--- src/rtl/piso_serializer_pkg.sv ---
// Shared definitions for the uart_tx parallel-in/serial-out shifter.
package piso_serializer_pkg;

   typedef enum logic {
      ST_IDLE  = 1'b0,
      ST_SHIFT = 1'b1
   } state_e;

   // Counter width for a WIDTH-bit word; at least one bit so the counter always exists.
   function automatic int clog2(input int value);
      int r;
      int v;
      r = 0;
      v = value - 1;
      while (v > 0) begin
         r = r + 1;
         v = v >> 1;
      end
      if (r < 1) begin
         r = 1;
      end else begin
         r = r;
      end
      return r;
   endfunction

endpackage

--- src/rtl/piso_serializer_if.sv ---
// Word-load handshake between the tx framing logic and the serializer.
interface piso_serializer_if #(
   parameter int WIDTH = 8
);
   logic             din_valid;
   logic             din_ready;
   logic [WIDTH-1:0] din;

   modport master (output din_valid, output din, input din_ready);
   modport slave  (input din_valid, input din, output din_ready);
endinterface

--- src/rtl/piso_serializer.sv ---
// Parallel-in/serial-out shifter: loads a word on valid/ready, emits one bit per tick_en,
// holds IDLE_LVL on dout while empty, and supports back-to-back words with no idle gap.
module piso_serializer
   import piso_serializer_pkg::*;
#(
   parameter int WIDTH     = 8,
   parameter bit LSB_FIRST = 1'b1,
   parameter bit IDLE_LVL  = 1'b1
) (
   input  logic                  clk,
   input  logic                  reset_n,
   input  logic                  tick_en,
   piso_serializer_if.slave      in_if,
   output logic                  dout,
   output logic                  busy,
   output logic                  done
);

   localparam int             CNT_W    = clog2(WIDTH);
   localparam logic [CNT_W-1:0] LAST_CNT = CNT_W'(WIDTH - 1);

   state_e           state_q, state_d;
   logic [WIDTH-1:0] sreg_q, sreg_d;
   logic [CNT_W-1:0] cnt_q, cnt_d;
   logic             dout_q, dout_d;
   logic             busy_q, busy_d;
   logic             done_q, done_d;

   logic [WIDTH-1:0] shifted_s;
   logic             next_bit_s;
   logic             first_bit_s;
   logic             ready_s;

   // The register rotates rather than shifts; bit_cnt decides when the word is spent.
   generate
      if (LSB_FIRST) begin : g_lsb
         assign shifted_s   = {sreg_q[0], sreg_q[WIDTH-1:1]};
         assign next_bit_s  = shifted_s[0];
         assign first_bit_s = in_if.din[0];
      end else begin : g_msb
         assign shifted_s   = {sreg_q[WIDTH-2:0], sreg_q[WIDTH-1]};
         assign next_bit_s  = shifted_s[WIDTH-1];
         assign first_bit_s = in_if.din[WIDTH-1];
      end
   endgenerate

   // Next-state, datapath update and handshake decode.
   always_comb begin
      state_d = state_q;
      sreg_d  = sreg_q;
      cnt_d   = cnt_q;
      dout_d  = dout_q;
      busy_d  = busy_q;
      done_d  = 1'b0;
      ready_s = 1'b0;
      case (state_q)
         ST_IDLE: begin
            ready_s = 1'b1;
            if (in_if.din_valid) begin
               state_d = ST_SHIFT;
               sreg_d  = in_if.din;
               cnt_d   = {CNT_W{1'b0}};
               dout_d  = first_bit_s;
               busy_d  = 1'b1;
            end else begin
               dout_d  = IDLE_LVL;
               busy_d  = 1'b0;
            end
         end
         ST_SHIFT: begin
            if (tick_en && (cnt_q == LAST_CNT)) begin
               ready_s = 1'b1;
               done_d  = 1'b1;
               cnt_d   = {CNT_W{1'b0}};
               if (in_if.din_valid) begin
                  state_d = ST_SHIFT;
                  sreg_d  = in_if.din;
                  dout_d  = first_bit_s;
                  busy_d  = 1'b1;
               end else begin
                  state_d = ST_IDLE;
                  sreg_d  = {WIDTH{1'b0}};
                  dout_d  = IDLE_LVL;
                  busy_d  = 1'b0;
               end
            end else if (tick_en) begin
               cnt_d  = cnt_q + CNT_W'(1);
               sreg_d = shifted_s;
               dout_d = next_bit_s;
            end else begin
               cnt_d  = cnt_q;
               sreg_d = sreg_q;
               dout_d = dout_q;
            end
         end
         default: begin
            state_d = ST_IDLE;
            sreg_d  = {WIDTH{1'b0}};
            cnt_d   = {CNT_W{1'b0}};
            dout_d  = IDLE_LVL;
            busy_d  = 1'b0;
         end
      endcase
   end

   // State and output registers; reset discards any partial word.
   always_ff @(posedge clk or negedge reset_n) begin
      if (!reset_n) begin
         state_q <= ST_IDLE;
         sreg_q  <= {WIDTH{1'b0}};
         cnt_q   <= {CNT_W{1'b0}};
         dout_q  <= IDLE_LVL;
         busy_q  <= 1'b0;
         done_q  <= 1'b0;
      end else begin
         state_q <= state_d;
         sreg_q  <= sreg_d;
         cnt_q   <= cnt_d;
         dout_q  <= dout_d;
         busy_q  <= busy_d;
         done_q  <= done_d;
      end
   end

   assign in_if.din_ready = ready_s;
   assign dout            = dout_q;
   assign busy            = busy_q;
   assign done            = done_q;

endmodule

--- src/flat_wrapper.sv ---
// flat-port wrapper written by rule: the top's interface ports become plain ports
module piso_serializer_flat import piso_serializer_pkg::*;
#(
   parameter int WIDTH     = 8,
   parameter bit LSB_FIRST = 1'b1,
   parameter bit IDLE_LVL  = 1'b1
)
  (clk, reset_n, tick_en, dout, busy, done, in_if_din_valid, in_if_din, in_if_din_ready);
  piso_serializer_if #(.WIDTH(WIDTH)) in_if_i ();
  input  logic clk;
  input  logic reset_n;
  input  logic tick_en;
  output logic dout;
  output logic busy;
  output logic done;
  input wire logic [$bits(in_if_i.din_valid)-1:0] in_if_din_valid;
  input wire logic [$bits(in_if_i.din)-1:0] in_if_din;
  output wire logic [$bits(in_if_i.din_ready)-1:0] in_if_din_ready;
  assign in_if_i.din_valid = in_if_din_valid;
  assign in_if_i.din = in_if_din;
  assign in_if_din_ready = in_if_i.din_ready;
  piso_serializer #(.WIDTH(WIDTH), .LSB_FIRST(LSB_FIRST), .IDLE_LVL(IDLE_LVL)) u_core (.clk(clk), .reset_n(reset_n), .tick_en(tick_en), .in_if(in_if_i), .dout(dout), .busy(busy), .done(done));
endmodule
--- config.mk ---
export PLATFORM = sky130hd
export DESIGN_NAME = piso_serializer_flat
export DESIGN_NICKNAME = d
export VERILOG_FILES = /design/src/rtl/piso_serializer_pkg.sv /design/src/rtl/piso_serializer_if.sv /design/src/rtl/piso_serializer.sv /design/src/flat_wrapper.sv
export SDC_FILE = /design/constraint.sdc
export NUM_CORES = 1
export LEC_CHECK = 0
export CORE_ASPECT_RATIO = 1.2
export CORE_MARGIN = 2
export CORE_UTILIZATION = 45
export DETAILED_ROUTE_END_ITERATION = 16
export GPL_ROUTABILITY_DRIVEN = 0
export GPL_TIMING_DRIVEN = 0
export MAX_ROUTING_LAYER = met4
export PLACE_DENSITY = 0.74
export SETUP_SLACK_MARGIN = 0.3
export SLEW_MARGIN = 20
export SYNTH_ARGS = -nofsm -noshare
export SYNTH_HDL_FRONTEND = slang
export SYNTH_SLANG_ARGS = --single-unit
--- constraint.sdc ---
create_clock -name clk -period 1.6 [get_ports clk]
set_input_delay 0.32 -clock clk [delete_from_list [all_inputs] [get_ports clk]]
set_output_delay 0.32 -clock clk [all_outputs]
set_load 0.03 [all_outputs]
Word level (Yosys, flattened, before mapping). Index checks and enable logic that the tools add are counted.

Memory bits (read-only): 0. Word-level logic and storage cells: 35. Register bits: 15. Output and inout bits: 4. Latch bits: 0. Memory bits (writable): 0. Input port bits: 12. Memories kept: 0.

Magnitude comparators: 0. Bitwise operators: 1. Multipliers: 0. Shifts and indexed selects: 0. Muxes and demuxes: 21. Reductions and logical operators: 2. Div/mod/pow operators: 0. Add/sub/neg operators: 1. Equality and inequality tests: 4.

Operators with widths (count): 2-to-1 mux 8 bit (4); case mux 8 bit (2 select lines) (1); 2-to-1 mux 3 bit (3); 2-to-1 mux 1 bit (8); case mux 1 bit (2 select lines) (4); case mux 3 bit (2 select lines) (1); != test 2 bit (second input constant) (2); adder 3 x 1 -> 3 bit (second input constant) (1); == test 3 bit (second input constant) (1); != test 3 bit (second input constant) (1); AND reduction 2 bit (1); logical AND 1 bit (1); NOT 1 bit (1).

Logic depth before layout (Yosys ltp).
Depth in word-level cells: 4. Mapped depth: 6. Depth with buffers taken out: 5.

Least setup slack after synthesis. No wires, ideal clock.

Path kind: reg2reg. Start: reg u_core.cnt_q[0]. End: reg u_core.busy_q, in the netlist u_core.busy. Cell stages (with the launch flop): 6. Buffers on the path: 0. Arrival: 1.345 ns. Setup time: 0.125 ns. Data required time: 1.475 ns. Path slack: 0.130 ns. Period minus slack after synthesis: 1.470 ns. Cells stage by stage: dfrtp_1 -> ha_1 -> ha_1 -> nand2_1 -> nand2_4 -> mux2_4.

Cells in the longest elaborated chain, start to end: 3.

Ends and longest elaborated chain: start, declared (RTL line piso_serializer.sv:24) `logic [CNT_W-1:0] cnt_q, cnt_d;`; start signal, assigned (RTL line piso_serializer.sv:111) `cnt_q <= {CNT_W{1'b0}};`; start signal, assigned (RTL line piso_serializer.sv:118) `cnt_q <= cnt_d;`; == test 3 bit (RTL line piso_serializer.sv:71) `if (tick_en && (cnt_q == LAST_CNT)) begin`; logical AND 1 bit (RTL line piso_serializer.sv:71); != test 2 bit (no source line); end signal, assigned (RTL line piso_serializer.sv:120) `busy_q <= busy_d;`; end, declared (RTL line piso_serializer.sv:26) `logic busy_q, busy_d;`.

No other way between the ends. A chain may end at the register's enable or synchronous reset.

Final worst setup path.
Start: reg u_core.cnt_q[1]. End: out in_if_din_ready.

Cells in the longest elaborated chain, start to end: 4.

Ends and longest elaborated chain: == test 3 bit (RTL line piso_serializer.sv:71); logical AND 1 bit (RTL line piso_serializer.sv:71); 2-to-1 mux 1 bit (RTL line piso_serializer.sv:71); case mux 1 bit (2 select lines) (RTL line piso_serializer.sv:56) `case (state_q)`; end, declared (RTL line flat_wrapper.sv:18) `output wire logic [$bits(in_if_i.din_ready)-1:0] in_if_din_ready;`.

No other way between the ends.

==> qor.txt <==
Diode count = 0
Largest net degree at the start of global routing = 16
Post-synth top area cell = dfrtp_1
Sw power = 583 uW
FILL cells = 150
Detailed-route via count = 747
DRT Wirelength = 1760 um
CP Launch Type = flop
Commonest cells after routing, fill and taps aside = dfrtp_1, a21oi_1, clkdlybuf4s50_1
Layout cells sized above 1 = 33.9%
Final Instance Area = 1160 sq um
Clock latency on the worst-skew pair = 0.28 ns
Yosys warnings = 0
Final Setup Violations = 0
Unrepaired setup endpoints after global routing = true
Die Span Y = 51.6 um
Routed length on met1 = 799 um
DRT iter0 DRCs = 17
Combinational share of power = 47.8%
CP required = 1.28 ns
CTS tree = built
DPL Wire Length = 1210 um
Site Rows = 17
Peak VDD IR = 728 uV
Most common cell after layout, fill and taps aside = dfrtp_1
Pins over their slew limit = 0
Slew @ Worst Pin = 0.712 ns
CTS clock-pin slew for the worst setup and hold paths = 0.08 ns
Sequential share of power = 39.3%
Sw Ratio = 35.4%
Crit Reg-Reg Startpoint = u_core.cnt_q[1]
Post-synth cell types = 33
CTS max path bufs = 2
GRT Resource Usage Total = 18.5%
Power Dens Cells = 1420 nW/um^2
Static leakage = 0.508 nW
Synth top area share = 41.3%
CP Class = reg -> out
Internal = 1.07 mW
Setup Skew = 0.00141 ns
Core area = 1810 sq um
Worst EP arrival = 1.27 ns
Routed Antenna Nets = 0
Die Wd = 43.6 um
Clock Power Share = 12.9%
CTS Buf Count = 3
Placed Instance Area = 1040 sq um
Final nets = 127
Syn nets = 101
DRC violations left = 0
Hold Crit Class = in -> async
Synth area leaders = dfrtp_1, a21oi_1, a211oi_1
Final min period = 1.59 ns
Initial Util = 46.9%
First-pass GRT wire length = 2990 um
H-tree depth = 1
Yosys reg bits = 15
CTS Sinks = 15
Die footprint = 2250 sq um
Worst reg-to-reg setup slack = 0.10 ns
Async SR Flop Fraction = 100%
Congestion Overflow GR = 0
Fin crit share = 99.1%
Average cell area after synthesis = 9.75 sq um
Io pins = 16
Crit path buf inv count = 1
DR pass1 iterations = 4
EDFF count, synth = 0
Clock root cell = clkbuf_4
Setup crit end kind = primary output
Crit path cell chain = ha_2, ha_4, nand2_4, nand2_4, buf_6
Outcome = finished clean
Met3 wire len = 54 um
# hold bufs at CTS = 0
Cell mode on critical path = nand2_4
Cell area after synthesis = 848 sq um
Vias per cell = 5.70
Met2 WL = 896 um
Most common flop cell mapped by yosys = dfrtp_1
Reg2Reg Depth = 6
Slowest cell delay on critical path = 0.39 ns
Top layer in use = met4
Register area share after synthesis = 44.4%
Initial antenna violation count = 0
Slowest cell on crit path = dfrtp_1
Number of global-route vias before repair = 694
Port Buffer Count = 15
Rel. slew slack = 52.4%
Largest delay share family, worst path = flip-flops
Routed len/inst = 13.4 um
Final Hold Vio Count = 0
Area added between synthesis and finish = 37.0%
Setup TNS = 0 ns
Max Cap Violations = 0
Reg-to-Reg End = u_core.sreg_q[1]
Worst-path fanout max = 2
F_max = 0.631 GHz
Synth Instances = 87
[worst max path at each step]
stage	from	to	slack, ns	depth (start not counted)
4_1_cts	u_core.cnt_q[0]	in_if_din_ready	-0.01	5
5_1_grt	u_core.cnt_q[1]	in_if_din_ready	-0.05	5
6_report	u_core.cnt_q[1]	in_if_din_ready	0.01	5
2_1_floorplan	u_core.cnt_q[1]	u_core.busy	0.27	5
3_5_place_dp	tick_en	in_if_din_ready	-0.51	5
3_3_place_gp	tick_en	in_if_din_ready	-0.50	5
[stage by stage]
step / std cells / hold slack [ns] / setup WS (ns) / power [mW] / util [%]
floorplan: 87 / 0.0244 / 0.274 / 1.13 / -
global placement: 121 / 0.481 / -0.496 / 1.30 / 57.5
detailed placement: 121 / 0.501 / -0.509 / 1.32 / 57.5
CTS: 131 / 0.470 / -0.0117 / 1.62 / 62.5
global route: 131 / 0.506 / -0.0530 / 1.79 / 64.3
finish: 131 / 0.460 / 0.0144 / 1.65 / 64.3
[logic make-up after synthesis]
kind of cell | after synthesis | synth area share (%)
compound gates | 37 | 26.7
simple gates | 18 | 12.7
flops | 15 | 44.4
buf+inv | 11 | 7.81
mux | 4 | 5.46
fa+ha+maj | 2 | 2.95
[power groups by stage]
stage                     Sequential [mW]  Clock (mW)  Combinational (mW)
final                               0.648       0.212               0.788
after floorplan                     0.692           0               0.437
after global placement              0.650           0               0.649
after global routing                0.666       0.247               0.872
after CTS                           0.643       0.226               0.752
after detailed placement            0.656           0               0.662
[registers in the layout (all words and copies together), names as in the netlist]
signal / cells
u_core.state_q: 1
u_core.sreg_q: 8
u_core.done: 1
u_core.cnt_q: 3
u_core.dout: 1
u_core.busy: 1
[what timing repair did]
action / 4_1_cts / 5_1_grt
endpoints found under the setup margin: 14 / 16
pin swaps: 3 / 1
gates cloned: 1 / 0
resized for setup: 25 / 10
setup buffers: 5 / 0
[worst register-to-register path, cell delays in order (launching register included)]
cell	delay (ns)
dfrtp_1	0.39
ha_2	0.20
ha_4	0.16
buf_4	0.16
or2b_4	0.24
o21ai_1	0.07
a211oi_1	0.19
[layout make-up]
class	count	area, sq um	share of cell area [%]
multi-input cells	61	473	40.7
flip-flops and latches	15	377	32.4
repair buffers	21	196	16.9
plain buffers	7	51.3	4.41
clock buffers	4	26.3	2.26
well taps	19	23.8	2.05
inverters	4	15.0	1.29
[layer usage]
metal / vias to the layer above / GRT usage (%)
met2: 13 / 30.9
met1: 364 / 22.0
met3: 2 / 3.13
met5: - / -
met4: 0 / 7.58
li1: 368 / -
[cells in the mapped netlist, types with 2 or more instances]
master    count
ha_1          2
o22ai_1       3
o21ai_0       3
inv_1         4
mux2i_1       2
buf_4         2
nand3_1       4
o21ai_1       6
a21oi_1      13
buf_6         2
nand2_1       5
a211oi_1      6
a22o_1        2
dfrtp_1      14
Note: power is estimated with default switching activity, not from simulation.
